`config.mk`:
```
export PLATFORM = sky130hd
export DESIGN_NAME = bcd_sub_serial
export DESIGN_NICKNAME = d
export VERILOG_FILES = /design/src/rtl/bcd_sub_serial.sv
export SDC_FILE = /design/constraint.sdc
export NUM_CORES = 1
export LEC_CHECK = 0
export ABC_AREA = 0
export CAP_MARGIN = 10
export CORE_AREA = 2 2 84 86
export DETAILED_ROUTE_END_ITERATION = 6
export DIE_AREA = 0 0 86 88
export PLACE_DENSITY = 0.79
export SETUP_SLACK_MARGIN = 0.3
export SYNTH_ARGS = -nofsm -noshare
export SYNTH_HDL_FRONTEND = slang
export SYNTH_SLANG_ARGS = --single-unit
```
`constraint.sdc`:
```
create_clock -name clk -period 4 [get_ports clk]
set_clock_uncertainty 0.05 [all_clocks]
set_input_delay 0.8 -clock clk [delete_from_list [all_inputs] [get_ports clk]]
set_output_delay 0.8 -clock clk [all_outputs]
set_load 0.005 [all_outputs]
```
`src/rtl/bcd_sub_serial.sv`:
```
// bcd_sub_serial: digit-serial packed-BCD subtractor, diff = a - b.
// One decimal digit per clock, least-significant digit first, with
// valid/ready handshakes on both the operand and the result side.
// When borrow is set, diff holds the tens-complement of |a - b|.
//
// Optional build macro: BCD_SUB_DIGIT_CHECK_EN
//   defined   : err flags any operand nibble above 9, latched at accept
//   undefined : err is tied to 0 and no check logic is built
//
// state   | meaning
// --------+------------------------------------------------------------
// ST_IDLE | waiting for operands, in_ready high
// ST_CALC | one digit of diff written per cycle, index 0..DIGITS-1
// ST_DONE | result presented, held until out_ready

module bcd_sub_serial #(
   parameter int DIGITS = 4
) (
   input  logic                  clk,
   input  logic                  rst_n,
   input  logic                  in_valid,
   output logic                  in_ready,
   input  logic [4*DIGITS-1:0]   a,
   input  logic [4*DIGITS-1:0]   b,
   output logic                  out_valid,
   input  logic                  out_ready,
   output logic [4*DIGITS-1:0]   diff,
   output logic                  borrow,
   output logic                  err
);

   localparam int IW = (DIGITS > 1) ? $clog2(DIGITS) : 1;
   localparam logic [IW-1:0] LAST_IDX = IW'(DIGITS - 1);

   typedef enum logic [1:0] {
      ST_IDLE = 2'd0,
      ST_CALC = 2'd1,
      ST_DONE = 2'd2
   } state_t;

   state_t                state_q, state_d;
   logic [4*DIGITS-1:0]   a_q, a_d;
   logic [4*DIGITS-1:0]   b_q, b_d;
   logic [4*DIGITS-1:0]   diff_q, diff_d;
   logic [IW-1:0]         idx_q, idx_d;
   logic                  br_q, br_d;
   logic                  borrow_q, borrow_d;

   logic                  accept;
   logic [3:0]            a_dig;
   logic [3:0]            b_dig;
   logic signed [5:0]     t_raw;
   logic signed [5:0]     t_adj;
   logic [3:0]            dig_res;
   logic                  dig_br;

   assign accept = in_valid && (state_q == ST_IDLE);

   // select the current digit of each latched operand
   always_comb begin
      a_dig = 4'd0;
      b_dig = 4'd0;
      for (int i = 0; i < DIGITS; i++) begin
         if (idx_q == IW'(i)) begin
            a_dig = a_q[4*i +: 4];
            b_dig = b_q[4*i +: 4];
         end
      end
   end

   // per-digit subtract with decimal borrow; non-BCD digits pass uncorrected
   always_comb begin
      t_raw   = $signed({2'b00, a_dig}) - $signed({2'b00, b_dig})
                - $signed({5'b00000, br_q});
      t_adj   = t_raw + 6'sd10;
      dig_br  = t_raw[5];
      dig_res = dig_br ? t_adj[3:0] : t_raw[3:0];
   end

   // next-state and datapath update
   always_comb begin
      state_d  = state_q;
      a_d      = a_q;
      b_d      = b_q;
      diff_d   = diff_q;
      idx_d    = idx_q;
      br_d     = br_q;
      borrow_d = borrow_q;

      unique case (state_q)
         ST_IDLE: begin
            if (accept) begin
               a_d      = a;
               b_d      = b;
               diff_d   = '0;
               idx_d    = '0;
               br_d     = 1'b0;
               borrow_d = 1'b0;
               state_d  = ST_CALC;
            end
         end
         ST_CALC: begin
            for (int i = 0; i < DIGITS; i++) begin
               if (idx_q == IW'(i)) begin
                  diff_d[4*i +: 4] = dig_res;
               end
            end
            br_d = dig_br;
            if (idx_q == LAST_IDX) begin
               // index stays put on the last digit so it never wraps
               borrow_d = dig_br;
               state_d  = ST_DONE;
            end else begin
               idx_d = idx_q + IW'(1);
            end
         end
         ST_DONE: begin
            if (out_ready) begin
               state_d = ST_IDLE;
            end
         end
         default: begin
            state_d = ST_IDLE;
         end
      endcase
   end

   // state and datapath registers
   always_ff @(posedge clk or negedge rst_n) begin
      if (!rst_n) begin
         state_q  <= ST_IDLE;
         a_q      <= '0;
         b_q      <= '0;
         diff_q   <= '0;
         idx_q    <= '0;
         br_q     <= 1'b0;
         borrow_q <= 1'b0;
      end else begin
         state_q  <= state_d;
         a_q      <= a_d;
         b_q      <= b_d;
         diff_q   <= diff_d;
         idx_q    <= idx_d;
         br_q     <= br_d;
         borrow_q <= borrow_d;
      end
   end

`ifdef BCD_SUB_DIGIT_CHECK_EN
   logic err_q, err_d;

   function automatic logic has_bad_digit(input logic [4*DIGITS-1:0] v);
      logic bad;
      bad = 1'b0;
      for (int i = 0; i < DIGITS; i++) begin
         if (v[4*i +: 4] > 4'd9) begin
            bad = 1'b1;
         end
      end
      return bad;
   endfunction

   // capture the operand check once, at accept
   always_comb begin
      err_d = err_q;
      if (accept) begin
         err_d = has_bad_digit(a) || has_bad_digit(b);
      end
   end

   // error flag register
   always_ff @(posedge clk or negedge rst_n) begin
      if (!rst_n) begin
         err_q <= 1'b0;
      end else begin
         err_q <= err_d;
      end
   end

   assign err = err_q;
`else
   assign err = 1'b0;
`endif

   assign in_ready  = (state_q == ST_IDLE);
   assign out_valid = (state_q == ST_DONE);
   assign diff      = diff_q;
   assign borrow    = borrow_q;

endmodule

```
======== Word-level counts from Yosys, hierarchy flattened ========
Index checks and enable logic that the tools add are counted.
operators by class
  reductions and logical operators ........ 12
  equality and inequality tests ........... 12
  add/sub/neg operators ................... 4
  mux-type cells .......................... 26
operators with widths
  kind                 number
  $mux 4               13
  $pmux 16 s2          1
  $reduce_and 3->1     6
  $mux 16              1
  $mux 2               5
  $ne 2x2->1 const B   5
  $eq 2x2->1 const B   3
  $pmux 2 s3           1
  $sub 5x2->6          1
  $sub 4x4->5          1
  $add 4x4->4 const B  1
  $eq 2x1->1 const B   2
  $logic_not 2->1      2
  $ne 2x1->1 const B   2
  $pmux 1 s2           2
  $pmux 2 s2           1
  $reduce_and 2->1     2
  $add 2x1->2 const B  1
  $mux 1               2
  $reduce_bool 2->1    1
  $logic_and 1x1->1    1
storage, ports and cells
  input bits .............................. 36
  output and inout bits ................... 20
  word-level logic and storage cells ...... 64
  register bits after elaboration ......... 54

======== Longest topological paths before layout ========
Gate-level depths: netlist of the first run.
  depth after elaboration ................. 11
  depth in mapped cells ................... 17

======== Least setup slack after synthesis of the first run ========
No wires, ideal clock.
  kind .................................... reg-to-reg
  start ................................... register idx_q[1]
  end ..................................... register diff_q[10] (netlist: diff[10])
  arrival time ............................ 3.286 ns
  clock period less this slack ............ 3.457 ns
  path buffers ............................ 2
  setup time .............................. 0.121 ns
  stages on the path, launching flop included .. 16
  slack ................................... 0.543 ns
  cells stage by stage .................... dfrtp_1 -> inv_1 -> ha_1 -> clkbuf_1 -> clkbuf_1 -> nor2_1 -> a21oi_1 -> o21ai_0 -> mux2i_1 -> ha_1 -> fa_1 -> ha_1 -> xor2_1 -> ha_1 -> mux2_4 -> a32o_2
between the ends
  word-level cells in the longest chain between the ends .. 11
RTL lines
  what                      RTL line  RTL
  start: declaration        45        logic [IW-1:0] idx_q, idx_d;
  start signal: assignment  143       idx_q <= idx_d;
  $logic_not 2->1           64        if (idx_q == IW'(i)) begin
  $mux 4 (4 in series)      64
  $sub 4x4->5               73        t_raw = $signed({2'b00, a_dig}) - $signed({2'b00, b_dig})
  $sub 5x2->6               74        - $signed({5'b00000, br_q});
  $add 4x4->4               75        t_adj = t_raw + 6'sd10;
  $mux 4                    77        dig_res = dig_br ? t_adj[3:0] : t_raw[3:0];
  $mux 4                    104       if (idx_q == IW'(i)) begin
  $pmux 16 s2               90        unique case (state_q)
  end signal: assignment    142       diff_q <= diff_d;
  end: declaration          44        logic [4*DIGITS-1:0] diff_q, diff_d;
Several ways; a longest one is shown, not always the timed one. The select of a mux whose other input is x is not followed.
A chain may end at the register's enable or synchronous reset.

======== Worst setup path after layout of the first run ========
  start ................................... register idx_q[0]
  end ..................................... register diff_q[2] (netlist: diff[2])
between the ends
  word-level cells in the longest chain between the ends .. 11
RTL lines
  what                  RTL line
  $logic_not 2->1       64, 104
  $mux 4 (4 in series)  64
  $sub 4x4->5           73
  $sub 5x2->6           74
  $add 4x4->4           75
  $mux 4                77
  $mux 4                104
  $pmux 16 s2           90
Several ways; a longest one is shown, not always the timed one. The select of a mux whose other input is x is not followed.

==> results of run 1 <==
==> cell usage after synthesis, drive strengths merged <==
| cell type | instances | area [µm²] |
|---|---|---|
| mux2 | 38 | 431.7 |
| nor3 | 1 | 5.000 |
| o21ai | 12 | 63.81 |
| xnor2 | 2 | 17.52 |
| nand2b | 3 | 26.27 |
| dfrtp | 54 | 1351 |
| nor2b | 3 | 18.77 |
| xor2 | 3 | 33.79 |
| nor2 | 25 | 101.4 |
| clkbuf | 9 | 33.78 |
| and2 | 1 | 6.260 |
| a22oi | 1 | 7.510 |
| a31oi | 3 | 18.77 |
| fa | 1 | 20.02 |
| nand2 | 29 | 108.9 |
| a21o | 2 | 15.01 |
| conb | 1 | 3.750 |
| a21oi | 18 | 101.4 |
| mux2i | 5 | 50.05 |
| ha | 11 | 137.6 |
| and3 | 1 | 7.510 |
| nand3b | 3 | 22.52 |
| a32o | 3 | 33.78 |
| o2bb2ai | 3 | 26.28 |
| buf | 5 | 27.53 |
| a22o | 3 | 27.53 |
| inv | 11 | 41.29 |
| o31ai | 1 | 7.510 |
| a31o | 1 | 8.760 |
==> critical path: cells and delay by family (launching register included) <==
kind                     cells  cell delay (ps)
XOR/XNOR                     1              180
AO/OA/AOI/OAI                4              770
flip-flops                   1              460
adder cells (fa/ha/maj)      3             1050
AND/OR/NAND/NOR              2              350
buffers and inverters        1              150
multiplexers                 1              350
==> per-layer routing <==
| metal | share of wire | wire [µm] | track usage |
|---|---|---|---|
| met3 | 0.043 | 247 | 0.03205 |
| met4 | 0.011 | 64 | 0.04906 |
| met2 | 0.50 | 2843 | 0.2763 |
| met5 | 0 | 0 | 0 |
| met1 | 0.45 | 2574 | 0.2026 |
==> cell families after synthesis <==
logic type	after synthesis
compound gates	47
xor+xnor	5
fa+ha+maj	12
buf+inv	25
flops	54
mux	43
other cells	1
simple gates	66
==> worst max path at each step <==
stage / startpoint / to / slack (ps)
final: idx_q[0]$_DFFE_PN0P_ / diff[2]$_DFFE_PN0P_ / 530
after detailed placement: idx_q[1]$_DFFE_PN0P_ / diff[2]$_DFFE_PN0P_ / 260
after floorplan: idx_q[1]$_DFFE_PN0P_ / diff[10]$_DFFE_PN0P_ / 540
after CTS: idx_q[1]$_DFFE_PN0P_ / diff[2]$_DFFE_PN0P_ / 370
after global placement: idx_q[1]$_DFFE_PN0P_ / diff[6]$_DFFE_PN0P_ / 460
after global routing: idx_q[1]$_DFFE_PN0P_ / diff[2]$_DFFE_PN0P_ / 300
==> per-stage QoR <==
step | setup WS (ps) | area, µm² | hold WS, ps
floorplan | 543.0 | 2755 | 423.3
global placement | 462.4 | 3352 | 416.6
detailed placement | 260.2 | 3352 | 423.4
CTS | 365.3 | 3467 | 442.3
global route | 302.5 | 3500 | 454.3
finish | 526.2 | 3500 | 422.2
==> registers in the layout, summed over array words and instances (netlist names) <==
signal and cells:
a_q 16, b_q 16, diff 16, idx_q 2, state_q 2, borrow 1, br_q 1
==> area by class of cell <==
type	count	share of cell area
well taps	80	0.02860
inverters	11	0.01180
clock buffers	6	0.02360
repair buffers	57	0.1595
multi-input cells	174	0.3818
clock inverters	1	0.008581
flip-flops and latches	54	0.3861
==> repair_timing <==
item | 4_1_cts | 5_1_grt
endpoints found under the setup margin | 3 | 12
pin swaps | 0 | 1
gates resized for setup | 1 | 5
==> results.md, run 1 <==
- For this configuration, the core starts out at a cell density of 0.4147.
- The residual antenna-violating net count after detailed routing is 0.
- By area, the combinational part of the netlist is dominated by multiplexers.
- The total standard cell area after synthesis is 2755 µm².
- The flow ran to the end, and the final reports show no timing, DRC or antenna violations.
- The iteration-0 DRC count of the detailed router is 89.
- The library cells used most frequently in the layout, excluding fill and tap cells, are 54 x sky130_fd_sc_hd__dfrtp_1, 53 x sky130_fd_sc_hd__clkdlybuf4s50_1, 37 x sky130_fd_sc_hd__mux2_2.
- Yosys printed 0 warnings.
- Synthesis inferred 54 register bits.
- The worst relative slew slack is 0.4565.
- The min-delay analysis places its worst path in the category primary input to asynchronous set/reset pin.
- The finished layout holds 383 standard cells, fillers aside.
- No sink is reached through more buffers than the 2 on the longest clock path.
- Clock tree synthesis selected as its root buffer the cell sky130_fd_sc_hd__clkbuf_8.
- In the final routed layout, each cell accounts on average for 14.96 µm.
- The post-route core utilization is 0.5267.
- The arrival time reported for the critical path endpoint is 3630 ps.
- Setup repair after global routing left no endpoint under its margin.
- The most frequent standard cell in the layout excluding fill and tap cells is sky130_fd_sc_hd__dfrtp_1.
- Counting cells, the worst reg-to-reg path comes to 12.
- The multi-input logic area is 1336 µm².
- The vertical die dimension is 88 µm.
- STA classifies the critical path startpoint as a flop.
- The complex-gate fraction of the synthesized area is 0.1126.
- The filler cell count is 589.
- Clock-pin slew was measured on the worst setup and hold paths at 90 ps.
- The number of global-route vias before repair is 1,977.
- The number of rows created at floorplan is 30.
- In the synthesized netlist, the number of instances is 253.
- The tree built by TritonCTS fans out to 54 sinks.
- The routed via count is 1,975.
- For this design the top-level I/O count stands at 56.
- For this run, the post-layout net count is 351.
- The endpoint required time on the critical path is 4150 ps.
- The slew of the pin with the lowest slew margin is 813.5 ps.
- The number of design rule violations left after detail routing is 0.
- The net count of the mapped netlist is 301.
- The relative area change from synthesis to final layout is 27.02%.
- The number of diodes added for antenna fixing is 0.
- TritonCTS built the clock tree.
- The synthesized netlist contains 37 unique library cells.
- The startpoint of the worst register-to-register path is idx_q[0]$_DFFE_PN0P_.
- The max-slew violation total from the final report was 0.
- The number of placed instances, taps included, is 376.
- The critical path is of the flop to flop type.
- The area of the placeable core is 6644 µm².
- The shortest clock period the worst path allows after layout is 3474 ps.
- After routing, the total negative slack on setup checks comes to 0 ps.
- The stage delay of the slowest cell on the critical path is 460 ps.
- The first global-routing pass estimated 9508 µm of wire.
- The tool flagged a number of max-cap violations equal to 0.
- The setup slack on the worst flop-to-flop path is 530 ps.
- The floorplan step defined a die boundary enclosing 7568 µm².
- Summing all flip-flop and latch instances after layout gives 1351 µm².
- Of the total synthesized cell area, the portion taken by AND, OR, NAND and NOR gates is 0.1076.
- The routability congestion estimate is 0.8490.
- The endpoint kind of the worst setup timing path is a flop.
- The H-tree generated during clock tree synthesis spans 2 levels.
- The hold-fix buffer count after cts is 0.
- The area share of xor/xnor cells in the synthesized design is 0.01862.
- The proportion of synthesized area in mux cells is 0.1748.
- The number of antenna violations at the first check in global routing was 0.
- The total global-route track usage is 0.1598.
- The final-report setup violation count is 0.
- The detailed-router iteration count before antenna repair is 4.
- The die boundary width is 86 µm.
- The mean number of vias per cell is 5.157.
- The routed design has 5731 µm of wire.
- The CTS buffer count is 5.
- For this run, the register share of the synthesized area comes to 0.4905.
- Of the available clock period, the critical path in the final layout requires 0.8684.
- The ratio of cells with drive above 1 in the final layout is 0.2112.
- The average instance in the mapped netlist occupies 10.89 µm².
- Of the total synthesized cell area, the portion taken by full adders, half adders and majority gates is 0.05722.
- Based on the critical path, the design can be clocked at up to 287.9 MHz.
- The largest fanout on the critical path is 18.
- The count of final hold-check violations is 0.
- The signal on the critical path passes through inv_1 -> ha_2 -> nor2_1 -> a21oi_1 -> o21ai_0 -> ha_1 -> fa_1 -> xnor2_1 -> nand3b_1 -> o21ai_2 -> mux2_4 -> a32o_2.
- The pin count of the biggest net entering global routing is 35.
- The clock insertion delay at the later pin of the skew report is 310 ps.
- In this run the post-CTS setup repair buffer count came out at 0.
- The cell with the largest stage delay on the worst path is sky130_fd_sc_hd__dfrtp_1.
- In this run the critical register-to-register path is captured at diff[2]$_DFFE_PN0P_.
- Summed over all layers, the global routing overflow is 0.
- In this run the tool buffered the top-level ports with 54 buffer cells.
- The half-perimeter wire length of the detailed placement result is 4189 µm.
Power of run 1 is left out: the tool's default activity adds up to more than one toggle a clock period on the data nets, which glitch-free logic cannot reach.
==> run 2, diff against run 1 <==
--- a/config.mk
+++ b/config.mk
@@ -6,11 +6,10 @@
 export NUM_CORES = 1
 export LEC_CHECK = 0
 export ABC_AREA = 0
-export CAP_MARGIN = 10
 export CORE_AREA = 2 2 84 86
 export DETAILED_ROUTE_END_ITERATION = 6
 export DIE_AREA = 0 0 86 88
-export PLACE_DENSITY = 0.79
+export PLACE_DENSITY = 0.71
 export SETUP_SLACK_MARGIN = 0.3
 export SYNTH_ARGS = -nofsm -noshare
 export SYNTH_HDL_FRONTEND = slang
==> run 2 against run 1 <==
Maximum frequency is 0.96% higher. Cell count rose by 0.26%. Hold slack better by 1.1 ps. Via count fell by 0.41%. Global-route usage decreased by 0.12 points. Non-clock buffer count grew 2. Routed wire length is 4.0% lower. Flip-flop and latch count stayed put. Critical endpoint unchanged.
==> results.md, run 2 (synthesized netlist as in run 1, its figures left out) <==
- The shortest clock period the worst path allows after layout is 3441 ps (-32.92 ps).
- The path class of the tightest hold or removal check is primary input to asynchronous set/reset pin.
- The clock insertion delay at the later pin of the skew report was 290 ps (-20 ps).
- The total global-route track usage was 0.1586 (-0.001169).
- The number of clock sinks seen by CTS was 54 (unchanged).
- The residual antenna-violating net count after detailed routing is 0 (unchanged).
- The flow ran to the end, and the final reports show no timing, DRC or antenna violations.
- The library cells used most frequently in the layout, excluding fill and tap cells, are 54 x sky130_fd_sc_hd__dfrtp_1, 53 x sky130_fd_sc_hd__clkdlybuf4s50_1, 37 x sky130_fd_sc_hd__mux2_2.
- STA classifies the critical path endpoint as a flop.
- The count of final hold-check violations is 0 (unchanged).
- The pin count of the biggest net entering global routing came to 35 (unchanged).
- The setup path with the least slack is of type flop to flop.
- The worst relative slew slack is 0.4401 (-0.01640).
- The CTS buffer count is 5 (unchanged).
- The number of nets in the finished design was 353 (+0.57%).
- The half-perimeter wire length of the detailed placement result came to 4186 µm (about the same).
- The filler cell count is 604 (+2.5%).
- The effective utilization at floorplan came to 0.4147 (unchanged).
- The mean number of vias per cell came to 5.122 (-0.66%).
- The multi-input logic area is 1336 µm² (unchanged).
- The final total negative setup slack is 0 ps (unchanged).
- The clock tree from TritonCTS is built.
- The setup slack on the worst flop-to-flop path came to 560 ps (+30 ps).
- The slew of the pin with the lowest slew margin is 838.1 ps (+24.55 ps).
- The number of rows created at floorplan is 30 (unchanged).
- The full die area is 7568 µm² (unchanged).
- The global-route wire length before repair is 9584 µm (+0.80%).
- Setup repair after global routing left no endpoint under its margin.
- In this run the clock root is driven by a sky130_fd_sc_hd__clkbuf_8.
- The die boundary width is 86 µm (unchanged).
- The number of levels the H-tree was split into was 2 (unchanged).
- The remaining global-route overflow came to 0 (unchanged).
- The total wirelength of the detailed-routed design is 5503 µm (-4.0%).
- The critical path launch point type is a flop.
- The largest fanout on the critical path came to 12 (-6).
- The CTS clock-pin slew for the worst setup and hold paths was 90 ps (about the same).
- The post-CTS repair timing setup buffer count is 0 (unchanged).
- The number of buffers on the longest clock path came to 2 (unchanged).
- The number of diodes added for antenna fixing is 0 (unchanged).
- The area taken by flip-flops and latches is 1351 µm² (unchanged).
- Leaving out fill and tap cells, the most frequent cell in the layout is sky130_fd_sc_hd__dfrtp_1.
- The arrival time reported for the critical path endpoint was 3580 ps (-50 ps).
- The routed via count is 1,967 (-0.41%).
- The detailed-router iteration count before antenna repair came to 4 (unchanged).
- The ratio of cells with drive above 1 in the final layout is 0.2138 (+0.002595).
- Relative to the synthesized area, the layout overhead comes to 26.48%.
- The post-route fraction of the period consumed by the critical path came to 0.8602 (-0.008231).
- The number of antenna violations at the first check in global routing was 0 (unchanged).
- The routed wire length per instance is 14.33 µm (-4.2%).
- The final-report setup violation count came to 0 (unchanged).
- The max-capacitance violation count is 0 (unchanged).
- The number of design rule violations left after detail routing came to 0 (unchanged).
- The number of global-route vias before repair is 2,066 (+4.5%).
- The area of the placeable core was 6644 µm² (unchanged).
- The vertical die dimension came to 88 µm (unchanged).
- The count of boundary I/O pins is 56 (unchanged).
- The max-slew violation total from the final report is 0 (unchanged).
- The routability congestion estimate came to 0.8517 (+0.32%).
- The number of I/O port buffers is 54 (unchanged).
- The endpoint required time on the critical path is 4140 ps (about the same).
- The iteration-0 DRC count of the detailed router came to 133 (+49%).
- The highest attainable clock frequency is 290.6 MHz (+0.96%).
-- run 2: worst paths after layout --
path | from | end | cells after the start
hold reg to reg | diff[13]$_DFFE_PN0P_ | diff[13]$_DFFE_PN0P_ | 2
max in group asynchronous | rst_n | idx_q[0]$_DFFE_PN0P_ | 2
setup reg to reg | idx_q[1]$_DFFE_PN0P_ | diff[2]$_DFFE_PN0P_ | 14
setup / recovery | idx_q[1]$_DFFE_PN0P_ | diff[2]$_DFFE_PN0P_ | 14
min in group clk | diff[13]$_DFFE_PN0P_ | diff[13]$_DFFE_PN0P_ | 2
hold / removal | rst_n | b_q[6]$_DFFE_PN0P_ | 1
-- run 2: layout make-up --
class	count	area share
multi-input combinational	174	0.3835
inverter	11	0.01185
timing repair buffer	59	0.1645
tap	80	0.02873
clock buffer	6	0.02370
sequential	54	0.3878
-- run 2: metal layers --
metal	vias up	GRT usage	wire length, µm
met5	-	0	0
met4	0	0.02886	8
met3	2	0.02733	257
met2	51	0.2727	2608
met1	944	0.2136	2628
li1	970	-	-
-- run 2: critical path, cell delays in order, from the launching register on --
cell and delay (ps):
sky130_fd_sc_hd__dfrtp_1 420, sky130_fd_sc_hd__inv_1 170, sky130_fd_sc_hd__ha_4 240, sky130_fd_sc_hd__buf_4 190
sky130_fd_sc_hd__nand2_1 70, sky130_fd_sc_hd__a21oi_1 120, sky130_fd_sc_hd__a21oi_1 50, sky130_fd_sc_hd__nor2_1 100
sky130_fd_sc_hd__a21oi_1 90, sky130_fd_sc_hd__fa_1 500, sky130_fd_sc_hd__xnor2_1 170, sky130_fd_sc_hd__nand3b_1 270
sky130_fd_sc_hd__o21ai_2 300, sky130_fd_sc_hd__mux2_4 350, sky130_fd_sc_hd__a32o_2 260
-- run 2: metrics by stage --
stage / area [µm²] / setup slack (ps) / std cells / hold slack, ps / utilization
final: 3485 / 559.1 / 384 / 423.2 / 0.5245
after global routing: 3485 / 338.4 / 384 / 454.1 / 0.5245
after CTS: 3450 / 427.4 / 384 / 435.9 / 0.5192
after detailed placement: 3367 / 422.3 / 378 / 431.3 / 0.5068
after global placement: 3367 / 535.7 / 378 / 416.2 / 0.5068
after floorplan: 2755 / 543.0 / 253 / 423.3 / -
-- run 2: repair_timing --
item,CTS,global route
resized for setup,0,6
hold endpoints to repair,0,0
setup endpoints to repair,0,8
hold buffers,0,0
Power of run 2 is left out for the same reason.
==> patch: new RTL, settings of run 2 <==
The parameter `DIGITS` goes from 4 to 2.
--- a/src/rtl/bcd_sub_serial.sv
+++ b/src/rtl/bcd_sub_serial.sv
@@ -14,7 +14,7 @@
 // ST_DONE | result presented, held until out_ready
 
 module bcd_sub_serial #(
-   parameter int DIGITS = 4
+   parameter int DIGITS = 2
 ) (
    input  logic                  clk,
    input  logic                  rst_n,
Ports: changed (resized a, b and diff); port bits go from 56 to 32. The function was not compared with the original's and may differ.
==> patch against run 2 <==
Worst hold slack better by 0.0052 ns. Synthesized area down 45%. Global-route usage decreased by 6.9 points. Final area fell by 43%. Wire length fell by 45%. Non-clock buffer count fell by 28. Sequential share of layout area fell by 2.2 points. Cell count down 37%. Worst setup slack improved by 0.48 ns. Sequential cell count shrank 25. Critical endpoint is now diff[3]. Largest cell class is now multi-input gates.
Power is not shown: default switching activity piles up to over one toggle a cycle in this logic, so the estimate is an artifact.
==> patch: results (changes against run 2) <==
The number of CTS-inserted buffers is 5 (unchanged). The initial antenna violation count came out at 0 (unchanged). The synthesized netlist net count is 155 (-49%). The proportion of layout cells with a drive suffix above 1 is 19.88% (-1.5 points). The xor and xnor fraction of the mapped netlist area came to 3.292% (+1.4 points). The sequential element share of the synthesized area came out at 47.74% (-1.3 points). The critical path data arrival time was 3.10 ns (-0.48 ns). The pin slew with the least headroom to its limit is 0.8069 ns (-0.03120 ns).

The synthesized area per cell came out at 11.97 um^2 (+9.9%). The global-route track usage on met2 is 13.04% (-14 points). The multiplexer fraction of the synthesized cell area is 18.11% (+0.62 points). The number of violations reported at the end of detailed-routing iteration 0 came out at 41 (-69%). The via count of the first global-routing pass was 1067 (-48%). The aggregate global-route resource usage is 8.961% (-6.9 points).

The flow ran to the end, and the final reports show no timing, DRC or antenna violations. The number of levels the H-tree was split into is 2 (unchanged). The fill cell instance count of the final layout came out at 679 (+12%).

The fraction of met3 tracks used by global routing came to 3.110% (+0.38 points). The tightest min-delay check is of the flop to flop type. The HPWL reported at the end of detailed placement is 2284 um (-45%). The number of nets in the final layout is 188 (-47%). The placer's final routability congestion estimate came out at 0.7589 (-11%). The clock network latency to the later pin of the worst-skew pair is 0.28 ns. The met1 global-route usage came to 12.06% (-9.3 points).

The proportion of synthesized flip-flops having asynchronous set or reset is 100.0% (unchanged). The synthesized-area fraction occupied by ao, oa, aoi and oai cells was 11.60% (+0.34 points). The count of cell types in the netlist is 32 (-14%).

After synthesis, the cell types taking the most area are dfrtp_1, mux2_2, ha_1. The via count of the routed design is 1047 (-47%). The detailed-route vias per instance came out at 4.344 (-15%). The average wire length per cell after detail routing was 12.50 um (-13%). The clock transition time at the flip-flop clock pins of the worst setup and hold paths came to 0.06 ns (-0.03 ns). The first-pass GRT wire length was 5223 um (-46%).

The detailed-router iteration count before antenna repair came out at 4 (unchanged). The placed standard-cell area was 1902 um^2 (-44%). The number of placed instances, taps included is 233 (-38%). The number of buffer cells added on primary ports was 30 (-44%). The commonest cells after synthesis are dfrtp_1, mux2_2, nand2_1, ha_1, inv_1. The largest net degree at the start of global routing is 30 (-14%). The cell count of the worst reg-to-reg path came out at 11 (-3). The adder-cell area share of the yosys netlist is 7.078% (+1.4 points). The maximum clock insertion buffer count came out at 2 (unchanged). The final setup violation count came out at 0 (unchanged). The peak fanout along the critical path came to 11 (-1). Along the worst hold path, the cell count comes to 2.
patch: cell types whose count changed after synthesis, moves of 7 or more:
cell / run 2 / this run
a21oi_1: 17 / 3
clkbuf_1: 9 / 0
dfrtp_1: 54 / 29
mux2_2: 37 / 20
nand2_1: 29 / 15
nor2_1: 24 / 1
o21ai_0: 11 / 4
patch: cell families (layout without fill, tap and decap cells):
family / Yosys count / in the layout
mux: 25 / 25
other cells: 1 / 1
buf+inv: 11 / 45
simple gates: 27 / 27
compound gates: 22 / 22
xor+xnor: 4 / 4
fa+ha+maj: 8 / 8
flops: 29 / 29
patch: cell type report:
type / instances / area (um^2) / share of cell area, %
Sequential cell: 29 / 725.7 / 36.62
Multi-Input combinational cell: 87 / 745.7 / 37.63
Timing Repair Buffer: 31 / 307.8 / 15.53
Clock buffer: 8 / 80.08 / 4.040
Tap cell: 80 / 100.1 / 5.051
Inverter: 6 / 22.52 / 1.136
patch: path summary, 6_finish.rpt:
kind,end,startpoint,slack (ns)
max in group asynchronous,b_q[0],rst_n,2.78
min reg2reg,borrow,borrow,0.43
min,borrow,borrow,0.43
max,diff[3],idx_q,1.04
max reg2reg,diff[3],idx_q,1.04
min in group asynchronous,b_q[6],rst_n,0.85
patch: critical path, cell delays in order (launching register included):
cell      delay (ns)
dfrtp_1         0.63
mux2_2          0.39
ha_1            0.20
inv_1           0.08
fa_1            0.40
inv_1           0.08
ha_1            0.16
xnor2_1         0.09
ha_1            0.23
nand2b_1        0.15
o21a_1          0.23
o221ai_2        0.17
patch: per-layer routing:
metal	up-vias	part of all wire, %
li1	517	-
met1	485	46
met2	39	46
met3	6	7.2
met4	0	1.5
met5	-	0
patch: metrics by stage:
stage	util, %	worst slack (ns)	hold slack (ns)
3_3_place_gp	28.63	1.176	0.4183
6_report	29.83	1.042	0.4284
4_1_cts	29.83	1.001	0.4331
5_1_grt	29.83	0.8700	0.4558
2_1_floorplan	-	1.334	0.4226
3_5_place_dp	28.63	1.010	0.4203
